## config.mk

```make
export PLATFORM = sky130hd
export DESIGN_NAME = msp430_trace_arbiter_flat
export DESIGN_NICKNAME = d
export VERILOG_FILES = /design/src/rtl/msp430_trace_arbiter_if.sv /design/src/rtl/msp430_trace_arbiter.sv /design/src/flat_wrapper.sv
export SDC_FILE = /design/constraint.sdc
export NUM_CORES = 1
export LEC_CHECK = 0
export ABC_AREA = 1
export BUFFER_PORTS_ARGS = -buffer_cell sky130_fd_sc_hd__buf_2
export CORE_ASPECT_RATIO = 0.6
export CORE_MARGIN = 5
export CORE_UTILIZATION = 35
export DETAILED_ROUTE_END_ITERATION = 8
export PLACE_DENSITY = 0.62
export SYNTH_ARGS = -nofsm -noshare
export SYNTH_HDL_FRONTEND = slang
export SYNTH_SLANG_ARGS = --single-unit
```

## constraint.sdc

```tcl
create_clock -name mclk -period 8.5 [get_ports mclk]
set_clock_uncertainty 0.1 [all_clocks]
set_input_delay 0.425 -clock mclk [delete_from_list [all_inputs] [get_ports mclk]]
set_output_delay 0.425 -clock mclk [all_outputs]
set_load 0.02 [all_outputs]
```

## src/rtl/msp430_trace_arbiter_if.sv

```systemverilog
// rtl/msp430_trace_arbiter_if.sv - valid/ready trace record port shared by the arbiter and its consumer
interface msp430_trace_arbiter_if #(
  parameter int SEQ_W = 8
);
  logic             trc_valid;
  logic             trc_ready;
  logic             trc_core;
  logic [15:0]      trc_pc;
  logic [15:0]      trc_ir;
  logic             trc_irq;
  logic [SEQ_W-1:0] trc_seq;
  logic             trc_lost;

  modport master (
    output trc_valid, trc_core, trc_pc, trc_ir, trc_irq, trc_seq, trc_lost,
    input  trc_ready
  );

  modport slave (
    input  trc_valid, trc_core, trc_pc, trc_ir, trc_irq, trc_seq, trc_lost,
    output trc_ready
  );
endinterface

```

## src/rtl/msp430_trace_arbiter.sv

```systemverilog
// rtl/msp430_trace_arbiter.sv - per-core trace FIFOs round-robin merged onto one valid/ready trace port
module msp430_trace_arbiter #(
  parameter int FIFO_DEPTH = 4,
  parameter int PTR_W      = 2,
  parameter int SEQ_W      = 8
) (
  input  logic        mclk,
  input  logic        puc_rst,
  input  logic [1:0]  core_en,
  input  logic        core0_decode,
  input  logic [15:0] core0_pc,
  input  logic [15:0] core0_ir,
  input  logic        core0_irq,
  input  logic        core1_decode,
  input  logic [15:0] core1_pc,
  input  logic [15:0] core1_ir,
  input  logic        core1_irq,
  msp430_trace_arbiter_if.master trc,
  output logic [7:0]  drop_cnt0,
  output logic [7:0]  drop_cnt1
);

  typedef struct packed {
    logic [15:0]      pc;
    logic [15:0]      ir;
    logic             irq;
    logic [SEQ_W-1:0] seq;
    logic             lost;
  } rec_t;

  typedef enum logic {EMPTY, HOLD} state_t;

  localparam logic [PTR_W:0] FULL_CNT = (PTR_W+1)'(FIFO_DEPTH);

  rec_t             mem [2][FIFO_DEPTH];
  logic [PTR_W-1:0] rd_ptr [2];
  logic [PTR_W-1:0] wr_ptr [2];
  logic [PTR_W:0]   cnt [2];
  logic [SEQ_W-1:0] seq_cnt [2];
  logic [7:0]       drop_cnt [2];
  logic [1:0]       lost_pend;
  logic             last_grant;
  state_t           state;

  rec_t       in_rec [2];
  rec_t       head [2];
  rec_t       sel;
  logic [1:0] cap, ne, full, grant, push, drop;
  logic       arb_en;

  always_comb begin
    cap       = {core1_decode & core_en[1], core0_decode & core_en[0]};
    in_rec[0] = '{pc: core0_pc, ir: core0_ir, irq: core0_irq, seq: seq_cnt[0], lost: lost_pend[0]};
    in_rec[1] = '{pc: core1_pc, ir: core1_ir, irq: core1_irq, seq: seq_cnt[1], lost: lost_pend[1]};
    for (int c = 0; c < 2; c++) begin
      ne[c]   = (cnt[c] != '0);
      full[c] = (cnt[c] == FULL_CNT);
      head[c] = mem[c][rd_ptr[c]];
    end
    // The holding register can only take a new record when empty or being consumed.
    arb_en   = (state == EMPTY) || trc.trc_ready;
    grant[0] = arb_en & ne[0] & (~ne[1] | last_grant);
    grant[1] = arb_en & ne[1] & (~ne[0] | ~last_grant);
    push     = cap & (~full | grant);
    drop     = cap & ~push;
    sel      = grant[1] ? head[1] : head[0];
  end

  always_ff @(posedge mclk) begin
    for (int c = 0; c < 2; c++) begin
      if (!puc_rst && push[c]) mem[c][wr_ptr[c]] <= in_rec[c];
    end
  end

  always_ff @(posedge mclk) begin
    if (puc_rst) begin
      state         <= EMPTY;
      last_grant    <= 1'b1;
      lost_pend     <= '0;
      trc.trc_valid <= 1'b0;
      trc.trc_core  <= 1'b0;
      trc.trc_pc    <= '0;
      trc.trc_ir    <= '0;
      trc.trc_irq   <= 1'b0;
      trc.trc_seq   <= '0;
      trc.trc_lost  <= 1'b0;
      for (int c = 0; c < 2; c++) begin
        rd_ptr[c]   <= '0;
        wr_ptr[c]   <= '0;
        cnt[c]      <= '0;
        seq_cnt[c]  <= '0;
        drop_cnt[c] <= '0;
      end
    end else begin
      for (int c = 0; c < 2; c++) begin
        if (cap[c]) seq_cnt[c] <= seq_cnt[c] + SEQ_W'(1);
        if (push[c]) begin
          wr_ptr[c]    <= wr_ptr[c] + PTR_W'(1);
          lost_pend[c] <= 1'b0;
        end else if (drop[c]) begin
          lost_pend[c] <= 1'b1;
          if (drop_cnt[c] != 8'hFF) drop_cnt[c] <= drop_cnt[c] + 8'd1;
        end
        if (grant[c]) rd_ptr[c] <= rd_ptr[c] + PTR_W'(1);
        if (push[c] && !grant[c])      cnt[c] <= cnt[c] + (PTR_W+1)'(1);
        else if (!push[c] && grant[c]) cnt[c] <= cnt[c] - (PTR_W+1)'(1);
      end

      if (grant != 2'b00) begin
        state         <= HOLD;
        last_grant    <= grant[1];
        trc.trc_valid <= 1'b1;
        trc.trc_core  <= grant[1];
        trc.trc_pc    <= sel.pc;
        trc.trc_ir    <= sel.ir;
        trc.trc_irq   <= sel.irq;
        trc.trc_seq   <= sel.seq;
        trc.trc_lost  <= sel.lost;
      end else if (state == HOLD && trc.trc_ready) begin
        state         <= EMPTY;
        trc.trc_valid <= 1'b0;
      end
    end
  end

  assign drop_cnt0 = drop_cnt[0];
  assign drop_cnt1 = drop_cnt[1];

endmodule

```

## src/flat_wrapper.sv

```systemverilog
// flat-port wrapper written by rule: the top's interface ports become plain ports
module msp430_trace_arbiter_flat 
#(
  parameter int FIFO_DEPTH = 4,
  parameter int PTR_W      = 2,
  parameter int SEQ_W      = 8
)
  (mclk, puc_rst, core_en, core0_decode, core0_pc, core0_ir, core0_irq, core1_decode, core1_pc, core1_ir, core1_irq, drop_cnt0, drop_cnt1, trc_trc_valid, trc_trc_core, trc_trc_pc, trc_trc_ir, trc_trc_irq, trc_trc_seq, trc_trc_lost, trc_trc_ready);
  msp430_trace_arbiter_if #(.SEQ_W(SEQ_W)) trc_i ();
  input  logic mclk;
  input  logic puc_rst;
  input  logic [1:0] core_en;
  input  logic core0_decode;
  input  logic [15:0] core0_pc;
  input  logic [15:0] core0_ir;
  input  logic core0_irq;
  input  logic core1_decode;
  input  logic [15:0] core1_pc;
  input  logic [15:0] core1_ir;
  input  logic core1_irq;
  output logic [7:0] drop_cnt0;
  output logic [7:0] drop_cnt1;
  output wire logic [$bits(trc_i.trc_valid)-1:0] trc_trc_valid;
  output wire logic [$bits(trc_i.trc_core)-1:0] trc_trc_core;
  output wire logic [$bits(trc_i.trc_pc)-1:0] trc_trc_pc;
  output wire logic [$bits(trc_i.trc_ir)-1:0] trc_trc_ir;
  output wire logic [$bits(trc_i.trc_irq)-1:0] trc_trc_irq;
  output wire logic [$bits(trc_i.trc_seq)-1:0] trc_trc_seq;
  output wire logic [$bits(trc_i.trc_lost)-1:0] trc_trc_lost;
  input wire logic [$bits(trc_i.trc_ready)-1:0] trc_trc_ready;
  assign trc_trc_valid = trc_i.trc_valid;
  assign trc_trc_core = trc_i.trc_core;
  assign trc_trc_pc = trc_i.trc_pc;
  assign trc_trc_ir = trc_i.trc_ir;
  assign trc_trc_irq = trc_i.trc_irq;
  assign trc_trc_seq = trc_i.trc_seq;
  assign trc_trc_lost = trc_i.trc_lost;
  assign trc_i.trc_ready = trc_trc_ready;
  msp430_trace_arbiter #(.FIFO_DEPTH(FIFO_DEPTH), .PTR_W(PTR_W), .SEQ_W(SEQ_W)) u_core (.mclk(mclk), .puc_rst(puc_rst), .core_en(core_en), .core0_decode(core0_decode), .core0_pc(core0_pc), .core0_ir(core0_ir), .core0_irq(core0_irq), .core1_decode(core1_decode), .core1_pc(core1_pc), .core1_ir(core1_ir), .core1_irq(core1_irq), .trc(trc_i), .drop_cnt0(drop_cnt0), .drop_cnt1(drop_cnt1));
endmodule
```

# Word-level counts from Yosys, hierarchy flattened
# Memory sizes are Yosys's and may differ from the RTL's.
# Cells that the tools add are included.
[word_totals]
latch_bits = 0
reg_bits = 47
in_bits = 73
mem_bits_rw = 382
rom_bits = 0
n_memories = 6
[classes]
bitwise = 33
n_reduce_logical = 21
order_cmp = 6
div_mod_pow = 0
mul = 0
n_shift = 0
n_addsub = 12
n_eq_ne = 4
mux = 73
[memory_table]
columns = ["name", "words", "word_bits", "rd", "rd_ports_with_merged_regs", "wr", "line", "source"]
rows = [
  ["u_core.mem", 2, 168, 2, 0, 2, "msp430_trace_arbiter.sv:35", "rec_t mem [2][FIFO_DEPTH];"],
  ["u_core.drop_cnt", 2, 8, 2, 0, 2, "msp430_trace_arbiter.sv:40", "logic [7:0] drop_cnt [2];"],
  ["u_core.seq_cnt", 2, 8, 2, 0, 2, "msp430_trace_arbiter.sv:39", "logic [SEQ_W-1:0] seq_cnt [2];"],
  ["u_core.cnt", 2, 3, 2, 0, 2, "msp430_trace_arbiter.sv:38", "logic [PTR_W:0] cnt [2];"],
  ["u_core.rd_ptr", 2, 2, 2, 0, 2, "msp430_trace_arbiter.sv:36", "logic [PTR_W-1:0] rd_ptr [2];"],
  ["u_core.wr_ptr", 2, 2, 2, 0, 2, "msp430_trace_arbiter.sv:37", "logic [PTR_W-1:0] wr_ptr [2];"],
]
[ops]
columns = ["op", "n"]
rows = [
  ["168-bit two-way mux", 2],
  ["42-bit two-way mux", 7],
  ["42-bit binary-select mux with 2-bit select", 2],
  ["42-bit demux with 2-bit select", 2],
  ["1-bit two-way mux", 48],
  ["8-bit by 1-bit adder with 8-bit output (second input constant)", 4],
  ["8-bit two-way mux", 4],
  ["8-bit inequality test (second input constant)", 2],
  ["1-bit OR", 14],
  ["3-bit greater-or-equal comparator (second input constant)", 4],
  ["3-bit two-way mux", 4],
  ["2-bit NOT with 3-bit output", 4],
  ["1-bit logical AND", 9],
  ["2-bit by 1-bit adder with 2-bit output (second input constant)", 4],
  ["2-bit two-way mux", 4],
  ["3-bit by 1-bit adder with 3-bit output (second input constant)", 2],
  ["1-bit AND", 6],
  ["3-bit equality test (second input constant)", 2],
  ["3-bit by 1-bit < comparator with 1-bit output (second input constant)", 2],
  ["3-bit nonzero test", 2],
  ["3-bit by 1-bit subtractor with 3-bit output (second input constant)", 2],
  ["1-bit zero test", 5],
  ["2-bit AND", 2],
  ["1-bit NOT", 4],
  ["5 further kinds", 8],
]

# Logic depth before layout (Yosys ltp)
# Gate-level depths: netlist of the first run.
[depth]
ltp_word = 13
ltp_mapped = 12
depth_no_buf = 12

# Least setup slack after synthesis of the first run
# No wires, ideal clock.
[synth_timing]
path_type = "reg2reg"
start = "memory u_core.cnt[1][0] in the netlist's numbering"
end = "memory u_core.mem[0][0] in the netlist's numbering (enable)"
n_path_buf = 0
t_required_ns = 7.958
arrival_ns = 2.843
path_stages_with_launch = 9
path_slack_ns = 5.115
cell_sequence = "edfxtp_1 -> inv_1 -> ha_1 -> nand2_1 -> nand2_1 -> nand3_2 -> nand2_1 -> nand2_1 -> nor2_1"
[synth_lines]
columns = ["item", "line"]
rows = [
  ["from (decl)", "msp430_trace_arbiter.sv:38"],
  ["to (decl)", "msp430_trace_arbiter.sv:35"],
]

==> results.md, run 1 <==
* Status: complete, no violations
* Worst path required time at 8.58 ns
* CTS tree: yes
* Initial antenna violation count at 0
* Average wire per standard cell at 18.7 um
* Power density over cell area at 317 nW/um^2
* Synth Flop Type: edfxtp_1
* Share of layout cells above drive strength 1 at 15.5%
* Die area at 53900 um^2
* Crit-path slowest cell: inv_4
* Critical path arrival at 3.39 ns
* Clock buffer depth at 3
* Worst hold path type: input port to flip-flop
* Synthesized area at 17200 um^2
* Area grow syn2layout at 18.6%
* Final nets at 1667
* Die width at 296 um
* DR pass1 iterations at 5
* Largest net degree at the start of global routing at 88
* R2R Path End: u_core.mem[0][235]
* Vias in the first global route at 10465
* Starting Density at 35.7%
* Cell row count at 62
* Cell taking the most area after synthesis: edfxtp_1
* Synth area leaders: edfxtp_1, nor2_1, dfxtp_1
* Hold EP: u_core.mem[0][332]
* Port buffer count at 132
* Max frequency at 302 MHz
* Post-Route WL at 42000 um
* R2R Setup Slk at 5.19 ns
* Total GRT Usage at 15.1%
* Fin crit share at 39.0%
* Hpwl dp at 26100 um
* Max_cap viols at 0
* Fin. max-slew vios at 0
* CP peak stage delay at 0.59 ns
* CP Cell Sequence: inv_1 -> ha_1 -> nand2_1 -> nand2_1 -> inv_2 -> nand2_4 -> inv_4 -> o21ai_2 -> nor2_4 -> buf_4
* Register bit total from synthesis at 429
* Clock Pin Slew Worst Setup and Hold Paths at 0.07 ns
* Ant diodes at 0
* R2R cell count at 10
* Leak at 7.39 nW
* Final setup fails at 0
* Synth top area share at 66.6%
* Avg Synthesized Cell Area at 12.2 um^2
* Global route total overflow at 0
* Final Core Density at 42.3%
* Gate Count Post-Synth at 1410
* Most common cell after layout, fill and taps aside: edfxtp_1
* Worst vdd ir at 0.191 mV
* Setup_tns at 0 ns
* Setup crit end kind: flip-flop
* Root buffer cell: clkbuf_16
* Commonest non-fill, non-tap cells in the layout: edfxtp_1, nor2_1, o21ai_0, buf_2, nand2_1
* Die H at 182 um
* Max transition margin at 21.0%
* TritonCTS buffer count at 42
* Crit Path Class: flip-flop to flip-flop
* Count of clock tree sinks at 429
* Worst skew pair latency at 0.55 ns
* Worst hold start: core1_pc[12]
* Reg-to-Reg Start: u_core.cnt[1][0]
* RSZ-0062 raised after global routing: no
* Synth Net Count at 1499
* H-Tree Depth at 2
* Final min period at 3.31 ns
* WHS Path Cells at 1
* GPL Wtd Cong at 0.817
* Sequential fraction of the synthesis area at 72.1%
* Post-synth cell types at 33
* Drt drc at 0
* Hold Vio Cnt, Final at 0
* Worst-path fanout max at 52
* Total setup buffers inserted after CTS at 0
* Core area at 48300 um^2
* DRT iter0 DRCs at 1120
* Yosys warnings at 0
* DR vias/cell at 4.93
* Final hold slack at 0.0222 ns
* I/O pin cnt at 133
* Via count at 11088
* First-pass GRT wire length at 63500 um
* Worst Setup Start Kind: flip-flop
* Slew at the pin with the worst max-slew slack at 1.17 ns
* Final ANT Viol Nets at 0
* Top cell by count, worst path: nand2_1
* Number of flops mapped to enable cells by yosys at 382
* Async set-or-reset flop fraction in the synthesized netlist at 0%
==> Yosys cell counts, types with 2 or more instances <==
library cell  instances
clkbuf_1             26
inv_1                56
nand3_1             102
o21ai_0             170
nand2_1             119
nor2_1              290
o211ai_1             77
xnor2_1               8
nor2_4                3
a21oi_1               9
dfxtp_1              47
o21ai_1               5
buf_4                 8
buf_2                36
nor3_1                5
buf_6                 7
nand4_1               2
xor2_1               11
nor2_2               11
edfxtp_1            382
ha_1                 15
buf_1                 2
inv_2                 8
a31oi_1               2
==> metrics by stage <==
stage	setup slack, ns	cell area [um^2]	std cells	power, W
floorplan	5.12	17200	1410	0.00391
global placement	5.17	18400	2118	0.00452
detailed placement	5.16	18400	2118	0.00456
CTS	5.16	20400	2249	0.00652
global route	4.95	20400	2250	0.00682
finish	5.19	20400	2250	0.00648
==> power breakdown <==
group / internal [W] / total (W) / switching [W]
Combinational: 0.000518 / 0.00195 / 0.00144
Clock: 0.00114 / 0.00193 / 0.000791
Sequential: 0.00249 / 0.00259 / 0.000107
Total: 0.00415 / 0.00648 / 0.00233
==> state kept, by name, summed over array words and instances, names as in the netlist, 4 cells and up <==
name and cells:
u_core.wr_ptr 4, u_core.mem 336, u_core.drop_cnt 16, u_core.trc.trc_ir 16
u_core.trc.trc_seq 8, u_core.rd_ptr 4, u_core.seq_cnt 16, u_core.trc.trc_pc 16
u_core.cnt 6
==> per-layer routing <==
| metal | share of wire (%) | up-vias | GRT usage, % |
|---|---|---|---|
| li1 | - | 5342 | - |
| met1 | 48 | 5410 | 23.7 |
| met2 | 44 | 290 | 22.3 |
| met3 | 6.5 | 46 | 2.52 |
| met4 | 1.4 | 0 | 2.93 |
| met5 | 0 | - | 0 |
==> critical path, delay by kind of cell (launching register included) <==
kind / cells / cell delay, ns
flops: 1 / 0.38
fa+ha+maj: 1 / 0.20
compound gates: 1 / 0.26
simple gates: 4 / 0.66
buf+inv: 4 / 1.25
==> worst max path at each step <==
stage	from	slack, ns	depth (start not counted)	end
2_1_floorplan	u_core.cnt[1][0]	5.12	8	u_core.mem[0][0]
3_3_place_gp	u_core.cnt[1][0]	5.17	10	u_core.mem[0][180]
3_5_place_dp	u_core.cnt[1][0]	5.16	10	u_core.mem[0][183]
4_1_cts	u_core.cnt[1][0]	5.16	10	u_core.mem[0][260]
5_1_grt	u_core.cnt[1][0]	4.95	10	u_core.mem[0][188]
6_report	u_core.cnt[1][0]	5.19	10	u_core.mem[0][235]
==> cells by family after synthesis <==
kind of cell    Yosys count  share of synthesized area (%)
simple gates            538                           13.0
fa+ha+maj                16                           1.21
flops                   429                           72.1
xor+xnor                 19                          0.967
compound gates          264                           8.83
buf+inv                 144                           3.90
==> cell type report <==
| cell class | count | area, um^2 |
|---|---|---|
| clock inverter | 29 | 343 |
| fill | 4490 | 27800 |
| sequential | 429 | 12400 |
| timing repair buffer | 203 | 1330 |
| tap | 640 | 801 |
| multi-input combinational | 837 | 4190 |
| clock buffer | 47 | 1090 |
| inverter | 65 | 246 |
==> what timing repair did <==
action,CTS,global route
resized for setup,0,0
hold buffers,55,1
endpoints found under the hold margin,211,4
Power figures use the tool's default switching activity.
==> run 2, diff against run 1 <==
==> constraint.sdc (replaced) <==
create_clock -name mclk -period 3.2 [get_ports mclk]
set_clock_uncertainty 0.1 [all_clocks]
set_input_delay 0.16 -clock mclk [delete_from_list [all_inputs] [get_ports mclk]]
set_output_delay 0.16 -clock mclk [all_outputs]
set_load 0.02 [all_outputs]
==> results.md, run 2 (synthesis results as in run 1) <==
* Average wire per standard cell at 19.6 um
* Fill count at 4383
* Most common cell after layout, fill and taps aside: edfxtp_1
* Die H at 182 um
* Setup crit end kind: flip-flop
* Hold Vio Cnt, Final at 0
* Worst skew pair latency at 0.56 ns
* Port buffer count at 132
* Core area at 48300 um^2
* Area grow syn2layout at 20.1%
* Worst hold path type: input port to flip-flop
* Initial antenna violation count at 0
* Fin crit share at 76.9%
* Combinational power share at 31.1%
* Slew at the pin with the worst max-slew slack at 0.675 ns
* Post-CTS sizing at 0
* M1 GR Usage at 26.0%
* Met3 Use GR at 3.70%
* Clock buffer depth at 3
* Fin. max-slew vios at 0
* Worst vdd ir at 0.388 mV
* H-Tree Depth at 2
* Starting Density at 35.7%
* Largest net degree at the start of global routing at 87
* Clock Pin Slew Worst Setup and Hold Paths at 0.06 ns
* Leak at 7.47 nW
* DR vias/cell at 5.01
* Worst Setup Start Kind: flip-flop
* Max reg flops at 336
* Power density over cell area at 831 nW/um^2
* Ant diodes at 0
* Sw Share at 36.7%
* Status: complete, no violations
* Critical path arrival at 2.62 ns
* Switching power at 0.00630 W
* Max frequency at 406 MHz
* Share of layout cells above drive strength 1 at 15.4%
* Die width at 296 um
* Worst-path fanout max at 25
* Hold buffer count at CTS at 72
* Int Power at 0.0109 W
* Final nets at 1693
* DR pass1 iterations at 6
* Max_cap viols at 0
* Die area at 53900 um^2
* Post-Route WL at 44600 um
* GR peak layer: met1
* Cell row count at 62
* Sequential Power Share at 40.5%
* DRT iter0 DRCs at 1402
* Global route total overflow at 0
* TritonCTS buffer count at 42
* Root buffer cell: clkbuf_16
* Final setup fails at 0
* CTS tree: yes
* Met2 Resource Use GR at 21.7%
* R2R cell count at 9
* First-pass GRT wire length at 67300 um
* Final min period at 2.46 ns
* GPL Wtd Cong at 0.845
* I/O pin cnt at 133
* RSZ-0062 raised after global routing: no
* WHS Path Cells at 5
* Vias in the first global route at 10757
* Placement Cell Area at 18600 um^2
* Commonest non-fill, non-tap cells in the layout: edfxtp_1, nor2_1, o21ai_0, buf_2, nand2_1
* Total setup buffers inserted after CTS at 0
* Crit Path Class: flip-flop to flip-flop
* Count of clock tree sinks at 429
* Via count at 11420
* Final ANT Viol Nets at 0
* Hpwl dp at 28100 um
* Total GRT Usage at 16.2%
* Clk pwr share at 28.4%
* Final hold slack at 0.0926 ns
* Worst path required time at 3.36 ns
* Power Total at 0.0172 W
* Max transition margin at 54.5%
* Drt drc at 0
* Design area at 20700 um^2
* Final Core Density at 42.8%
[run 2: final timing paths]
check / start / end / slack (ns)
min: core0_decode / u_core.lost_pend[0] / 0.09
max reg2reg: u_core.cnt[1][0] / u_core.mem[0][60] / 0.74
min reg2reg: u_core.trc.trc_pc[14] / u_core.trc.trc_pc[14] / 0.37
max: u_core.cnt[1][0] / u_core.mem[0][60] / 0.74
[run 2: per-stage QoR]
stage               std cells  TNS [ns]  setup WS, ns
floorplan                1410    -53.66        -0.185
global placement         2128         0         0.746
detailed placement       2128         0         0.723
CTS                      2278         0         0.725
global route             2278         0         0.547
finish                   2278         0         0.739
[run 2: layout make-up]
cell class,count,area [um^2],share of cell area (%)
inverters,65,246,1.19
flip-flops and latches,429,12400,60.0
repair buffers,229,1670,8.07
multi-input cells,837,4190,20.3
well taps,640,801,3.87
clock inverters,16,155,0.750
clock buffers,62,1200,5.79
[run 2: worst max-delay path: stages (launching register included)]
cell and delay [ns]:
edfxtp_1 0.41, inv_1 0.11, ha_1 0.17, nand2_1 0.10, nand2_1 0.08, nand3_2 0.09, nand2_1 0.15, nand2_1 0.15
nor2_4 0.50, buf_12 0.27
[run 2: layer usage]
metal | routed length (um) | up-vias
li1 | - | 5387
met1 | 21500 | 5563
met2 | 18200 | 408
met3 | 3810 | 62
met4 | 1080 | 0
met5 | 0 | -
[run 2: power groups by stage]
| stage | clock network (W) | logic, W | registers, W |
|---|---|---|---|
| finish | 0.00488 | 0.00534 | 0.00696 |
| global route | 0.00520 | 0.00587 | 0.00700 |
| CTS | 0.00497 | 0.00531 | 0.00696 |
| detailed placement | 0 | 0.00521 | 0.00708 |
| global placement | 0 | 0.00515 | 0.00707 |
| floorplan | 0 | 0.00317 | 0.00722 |
